**config.mk**
```make
export PLATFORM = sky130hd
export DESIGN_NAME = pc_fetch_flat
export DESIGN_NICKNAME = d
export VERILOG_FILES = /design/src/rtl/pc_fetch_if.sv /design/src/rtl/pc_fetch.sv /design/src/flat_wrapper.sv
export SDC_FILE = /design/constraint.sdc
export NUM_CORES = 1
export LEC_CHECK = 0
export CELL_PAD_IN_SITES_DETAIL_PLACEMENT = 0
export CELL_PAD_IN_SITES_GLOBAL_PLACEMENT = 1
export CORE_MARGIN = 8
export CORE_UTILIZATION = 42
export CTS_BUF_LIST = sky130_fd_sc_hd__clkbuf_4 sky130_fd_sc_hd__clkbuf_8
export DETAILED_ROUTE_END_ITERATION = 8
export HOLD_SLACK_MARGIN = 0.1
export PLACE_DENSITY = 0.78
export SLEW_MARGIN = 0
export SYNTH_ARGS = -nofsm -noshare
export SYNTH_HDL_FRONTEND = slang
export SYNTH_SLANG_ARGS = --single-unit
```
**constraint.sdc**
```tcl
create_clock -name clk -period 3.6 [get_ports clk]
set_input_delay 0.72 -clock clk [delete_from_list [all_inputs] [get_ports clk]]
set_output_delay 0.72 -clock clk [all_outputs]
set_load 0.01 [all_outputs]
```
**src/rtl/pc_fetch_if.sv**
```systemverilog
// Fetch-stage bus: jump request, instruction ROM port and the downstream {pc, instr} handshake.
// The master modport is the fetch stage; the slave side is the ROM plus the consumer.
interface pc_fetch_if;
   localparam int unsigned AW = 16;

   logic          load;
   logic [AW-1:0] jump_addr;
   logic          rom_en;
   logic [AW-1:0] rom_addr;
   logic [AW-1:0] rom_data;
   logic          instr_valid;
   logic          instr_ready;
   logic [AW-1:0] instr;
   logic [AW-1:0] instr_pc;

   modport master (
      input  load, jump_addr, rom_data, instr_ready,
      output rom_en, rom_addr, instr_valid, instr, instr_pc
   );

   modport slave (
      output load, jump_addr, rom_data, instr_ready,
      input  rom_en, rom_addr, instr_valid, instr, instr_pc
   );
endinterface

```
**src/rtl/pc_fetch.sv**
```systemverilog
// Hack CPU program counter and fetch stage: drives a 1-cycle synchronous ROM and buffers
// {pc, instr} pairs in a small FIFO so fetches keep flowing under downstream backpressure.
module pc_fetch #(
   parameter int unsigned DEPTH      = 2,
   parameter logic [15:0] RESET_ADDR = 16'h0000
) (
   input logic        clk,
   input logic        reset,
   pc_fetch_if.master bus
);
   localparam int unsigned AW = 16;
   localparam int unsigned PW = (DEPTH > 1) ? $clog2(DEPTH) : 1;
   localparam int unsigned CW = $clog2(DEPTH + 1);
   localparam int unsigned OW = CW + 1;

   typedef struct packed {
      logic [AW-1:0] pc;
      logic [AW-1:0] instr;
   } entry_t;

   entry_t        mem [DEPTH];
   logic [PW-1:0] rd_ptr;
   logic [PW-1:0] wr_ptr;
   logic [CW-1:0] count;
   logic          inflight;
   logic [AW-1:0] inflight_pc;
   logic [AW-1:0] fetch_pc;

   logic          valid_c;
   logic          pop_c;
   logic          push_c;
   logic          issue_c;
   logic [OW-1:0] occ_c;

   function automatic logic [PW-1:0] ptr_inc(input logic [PW-1:0] p);
      return (p == PW'(DEPTH - 1)) ? '0 : PW'(p + PW'(1));
   endfunction

   // Occupancy after this cycle's pop decides whether another fetch can be launched safely.
   always_comb begin
      valid_c = 1'b0;
      pop_c   = 1'b0;
      push_c  = 1'b0;
      issue_c = 1'b0;
      occ_c   = OW'(count) + OW'(inflight);
      if (!reset && !bus.load) begin
         valid_c = (count != '0);
         pop_c   = valid_c && bus.instr_ready;
         push_c  = inflight;
         occ_c   = occ_c - OW'(pop_c);
         issue_c = (occ_c < OW'(DEPTH));
      end
   end

   assign bus.instr_valid = valid_c;
   assign bus.rom_en      = issue_c;
   assign bus.rom_addr    = fetch_pc;
   assign bus.instr       = mem[rd_ptr].instr;
   assign bus.instr_pc    = mem[rd_ptr].pc;

   // A jump behaves like a partial reset: queued and in-flight fetches are dropped.
   always_ff @(posedge clk) begin
      if (reset) begin
         fetch_pc    <= RESET_ADDR;
         inflight    <= 1'b0;
         inflight_pc <= '0;
         count       <= '0;
         rd_ptr      <= '0;
         wr_ptr      <= '0;
         for (int unsigned i = 0; i < DEPTH; i++) begin
            mem[i[PW-1:0]] <= '0;
         end
      end else if (bus.load) begin
         fetch_pc <= bus.jump_addr;
         inflight <= 1'b0;
         count    <= '0;
         rd_ptr   <= '0;
         wr_ptr   <= '0;
      end else begin
         inflight <= issue_c;
         if (issue_c) begin
            inflight_pc <= fetch_pc;
            fetch_pc    <= fetch_pc + AW'(1);
         end
         if (push_c) begin
            mem[wr_ptr] <= '{pc: inflight_pc, instr: bus.rom_data};
            wr_ptr      <= ptr_inc(wr_ptr);
         end
         if (pop_c) begin
            rd_ptr <= ptr_inc(rd_ptr);
         end
         if (push_c && !pop_c) begin
            count <= count + CW'(1);
         end else if (!push_c && pop_c) begin
            count <= count - CW'(1);
         end
      end
   end
endmodule
```
**src/flat_wrapper.sv**
```systemverilog
// flat-port wrapper written by rule: the top's interface ports become plain ports
module pc_fetch_flat 
#(
   parameter int unsigned DEPTH      = 2,
   parameter logic [15:0] RESET_ADDR = 16'h0000
)
  (clk, reset, bus_load, bus_jump_addr, bus_rom_data, bus_instr_ready, bus_rom_en, bus_rom_addr, bus_instr_valid, bus_instr, bus_instr_pc);
  pc_fetch_if bus_i ();
  input logic clk;
  input logic reset;
  input wire logic [$bits(bus_i.load)-1:0] bus_load;
  input wire logic [$bits(bus_i.jump_addr)-1:0] bus_jump_addr;
  input wire logic [$bits(bus_i.rom_data)-1:0] bus_rom_data;
  input wire logic [$bits(bus_i.instr_ready)-1:0] bus_instr_ready;
  output wire logic [$bits(bus_i.rom_en)-1:0] bus_rom_en;
  output wire logic [$bits(bus_i.rom_addr)-1:0] bus_rom_addr;
  output wire logic [$bits(bus_i.instr_valid)-1:0] bus_instr_valid;
  output wire logic [$bits(bus_i.instr)-1:0] bus_instr;
  output wire logic [$bits(bus_i.instr_pc)-1:0] bus_instr_pc;
  assign bus_i.load = bus_load;
  assign bus_i.jump_addr = bus_jump_addr;
  assign bus_i.rom_data = bus_rom_data;
  assign bus_i.instr_ready = bus_instr_ready;
  assign bus_rom_en = bus_i.rom_en;
  assign bus_rom_addr = bus_i.rom_addr;
  assign bus_instr_valid = bus_i.instr_valid;
  assign bus_instr = bus_i.instr;
  assign bus_instr_pc = bus_i.instr_pc;
  pc_fetch #(.DEPTH(DEPTH), .RESET_ADDR(RESET_ADDR)) u_core (.clk(clk), .reset(reset), .bus(bus_i));
endmodule
```
==> impl_metrics.py <==
metrics = {
    "power_and_ir_drop": {
        "peakVddDrop_mv": 0.176,
        "powerDensity_nw_per_um2": 387,
        "power.leakage_uw": 0.00209,
    },
    "logic_synthesis": {
        "yosys_warnings": 0,
        "synthFlopType": "edfxtp_1",
        "ys_types": 45,
        "syn_inst": 389,
        "syn_avg_cell_area_um2": 11.6,
        "ys_seq_area_share_pct": 59.6,
        "async_reset_ff_share_pct": 0,
        "synth_edf_count": 64,
        "syn_area_um2": 4500,
        "synth_seq_cells": 102,
        "syn-num-nets": 429,
    },
    "global_routing": {
        "gr-total-overflow": 0,
        "antenna_found_initial": 0,
        "grt_pass1_vias": 3228,
        "track_usage_pct": 14.1,
        "grt_max_degree": 33,
        "grt_pass1_wl_mm": 16.4,
    },
    "floorplanning": {
        "core-area_um2": 10700,
        "die_x_um": 120,
        "std_cell_rows": 38,
        "die_h_um": 120,
        "start_util_pct": 42.3,
        "die-area_um2": 14300,
        "ios": 86,
    },
    "critical_path": {
        "reg2reg_from": "u_core.count[0]",
        "cp-startpoint": "bus_instr_ready",
        "crit_path_end": "bus_rom_en",
        "worstPathMaxFanout": 5,
        "crit_path_end_kind": "primary output",
        "start_kind": "input port",
        "rrSetupSlack_ns": 0.55,
        "critPathKind": "in -> out",
        "critPathRequiredTime_ns": 2.88,
        "critical_path_arrival_ns": 2.76,
        "r2r_cells": 10,
        "regToRegEndpoint": "u_core.bus.rom_addr[13]",
    },
    "final_layout": {
        "final_nets": 524,
        "design_area_um2": 5790,
        "seq_area_um2": 2680,
        "multi_input_area_um2": 1730,
        "drive_gt1_share_pct": 16.0,
        "n_antenna_cell": 0,
        "fin_util_pct": 54.4,
        "areaGrowthSynthToFinish_pct": 28.6,
        "fill_cells": 925,
    },
    "cts": {
        "htree_levels": 3,
        "clkSinkCount": 102,
        "cts_root_buf": "clkbuf_8",
        "clk_path_buf_depth": 2,
        "cts_tree": "yes",
        "clk_pin_slew_ns": 0.10,
        "clkLatencyLatePin_ns": 0.36,
        "cts_buffers": 9,
    },
    "timing": {
        "maxSlewHeadroom_pct": 46.0,
        "finalCritPeriodShare_pct": 96.6,
        "post-route-min-period_ns": 3.48,
        "fmax_ghz": 0.288,
        "setup_viol": 0,
        "finClkSkew_ns": 0.00980,
        "hold-worst-slack_ns": 0.471,
        "final_hold_viol_count": 0,
        "worstMarginPinSlew_ns": 0.810,
        "final_max_slew_viol_count": 0,
    },
    "status": {
        "status": "finished, final reports clean",
    },
    "detailed_routing": {
        "ant_nets": 0,
        "vias": 3188,
        "drcViolationCount": 0,
        "drt_iter0_markers": 167,
        "first_pass_iters": 4,
        "drt_wl_total_mm": 9.97,
        "via_per_inst": 5.07,
        "wl_per_cell_um": 15.8,
    },
    "min_path": {
        "holdCritPathClass": "reg -> reg",
    },
    "placed_design": {
        "hpwl_mm": 6.83,
        "postPlaceCellArea_um2": 5580,
        "place_congestion": 0.849,
        "numPortBuffers": 85,
    },
    "job": {
        "cap_violations": 0,
    },
}
[worst max-delay path, cell delays in order]
cell and delay (ns):
clkdlybuf4s50_1 0.48, nor2b_4 0.17, ha_1 0.23, nand2b_1 0.16, fa_2 0.37, xnor2_2 0.18
nand3_2 0.12, clkinv_2 0.09, clkdlybuf4s15_1 0.24
[repair_timing]
action	4_1_cts	5_1_grt
resized for setup	5	2
endpoints found under the setup margin	1	1
buffers inserted	1	1
pin swaps	1	1
hold buffers	0	0
endpoints found under the hold margin	0	0
[cells in the mapped netlist (2+ instances only)]
cell / instances / area share (%)
xnor2_1: 4 / 0.78
o311ai_0: 5 / 0.97
a211oi_1: 5 / 0.83
edfxtp_1: 64 / 43
mux2_2: 32 / 8.0
or3_1: 7 / 0.97
or2_2: 3 / 0.42
buf_2: 4 / 0.44
nor2_1: 12 / 1.0
a31oi_1: 4 / 0.56
nand3_1: 9 / 1.0
buf_1: 3 / 0.25
a21oi_1: 21 / 2.3
and3_1: 2 / 0.28
ha_1: 3 / 0.83
and2_1: 65 / 9.0
clkbuf_1: 12 / 1.0
xor2_1: 6 / 1.2
nand2_1: 49 / 4.1
nand4_1: 3 / 0.42
o21ai_0: 2 / 0.22
nor2b_1: 2 / 0.28
or4_1: 6 / 1.0
o311ai_1: 2 / 0.39
o211ai_1: 3 / 0.50
inv_1: 5 / 0.42
dfxtp_1: 38 / 17
[registers in the layout (all words and copies together), names as in the netlist, named ones only]
signal / count
u_core.bus.rom_addr: 16
u_core.count: 2
u_core.inflight: 1
u_core.inflight_pc: 16
u_core.mem: 64
u_core.rd_ptr: 1
u_core.wr_ptr: 1
[cells by family after synthesis]
| kind of cell | after synthesis | synth area share [%] |
|---|---|---|
| muxes | 32 | 8.00 |
| AOI/OAI and AO/OA | 46 | 6.61 |
| xor gates and xnor gates | 10 | 1.94 |
| buffers and inverters | 27 | 2.39 |
| DFF | 102 | 59.6 |
| adders and majority gates | 4 | 1.28 |
| and+or+nand+nor | 168 | 20.2 |
[report_power, final]
part / leakage (uW) / switching [uW] / total, uW / internal, uW
logic: 0.00103 / 112 / 248 / 136
registers: 0.000974 / 34.0 / 1320 / 1290
clock network: 0.0000858 / 408 / 669 / 260
total: 0.00209 / 555 / 2240 / 1690
[layout by cell type, fill, tap and decap left out, drive strengths merged, types with 10 or more instances in the layout]
cell type	count
mux2	32
nand2	49
edfxtp	64
dfxtp	38
nor2	13
and2	65
nand3	10
clkdlybuf4s50	84
buf	19
a21oi	21
[worst min-delay path by stage]
stage / startpoint / endpoint / slack (ns) / cells past startpoint
after floorplan: u_core.inflight_pc[0] / u_core.inflight_pc[0] / 0.44 / 2
after global placement: u_core.inflight_pc[9] / u_core.inflight_pc[9] / 0.45 / 2
after detailed placement: u_core.inflight_pc[9] / u_core.inflight_pc[9] / 0.46 / 2
after CTS: u_core.inflight_pc[9] / u_core.inflight_pc[9] / 0.47 / 2
after global routing: u_core.inflight_pc[9] / u_core.inflight_pc[9] / 0.49 / 2
final: u_core.inflight_pc[9] / u_core.inflight_pc[9] / 0.47 / 2
[layout make-up]
class | count | area share, %
flip-flops and latches | 102 | 46.3
multi-input cells | 260 | 29.9
repair buffers | 104 | 17.1
well taps | 140 | 3.02
clock buffers | 9 | 2.14
clock inverters | 7 | 0.972
inverters | 7 | 0.475
[per-stage QoR]
| stage | setup slack (ns) | setup TNS (ns) | total power (uW) | std cells |
|---|---|---|---|---|
| 2_1_floorplan | 0.378 | 0 | 1450 | 389 |
| 3_3_place_gp | -0.371 | -0.947 | 1590 | 611 |
| 3_5_place_dp | -0.399 | -1.23 | 1600 | 611 |
| 4_1_cts | 0.0382 | 0 | 2260 | 628 |
| 5_1_grt | -0.000190 | -0.000190 | 2340 | 629 |
| 6_report | 0.122 | 0 | 2240 | 629 |
[per-layer routing]
metal / part of all wire (%) / vias to the layer above / global-route usage, %
li1: - / 1570 / -
met1: 45 / 1492 / 17.2
met2: 47 / 114 / 23.8
met3: 6.2 / 12 / 3.71
met4: 1.5 / 0 / 4.92
met5: 0 / - / 0
No activity file was read; power rests on OpenSTA's default activity.
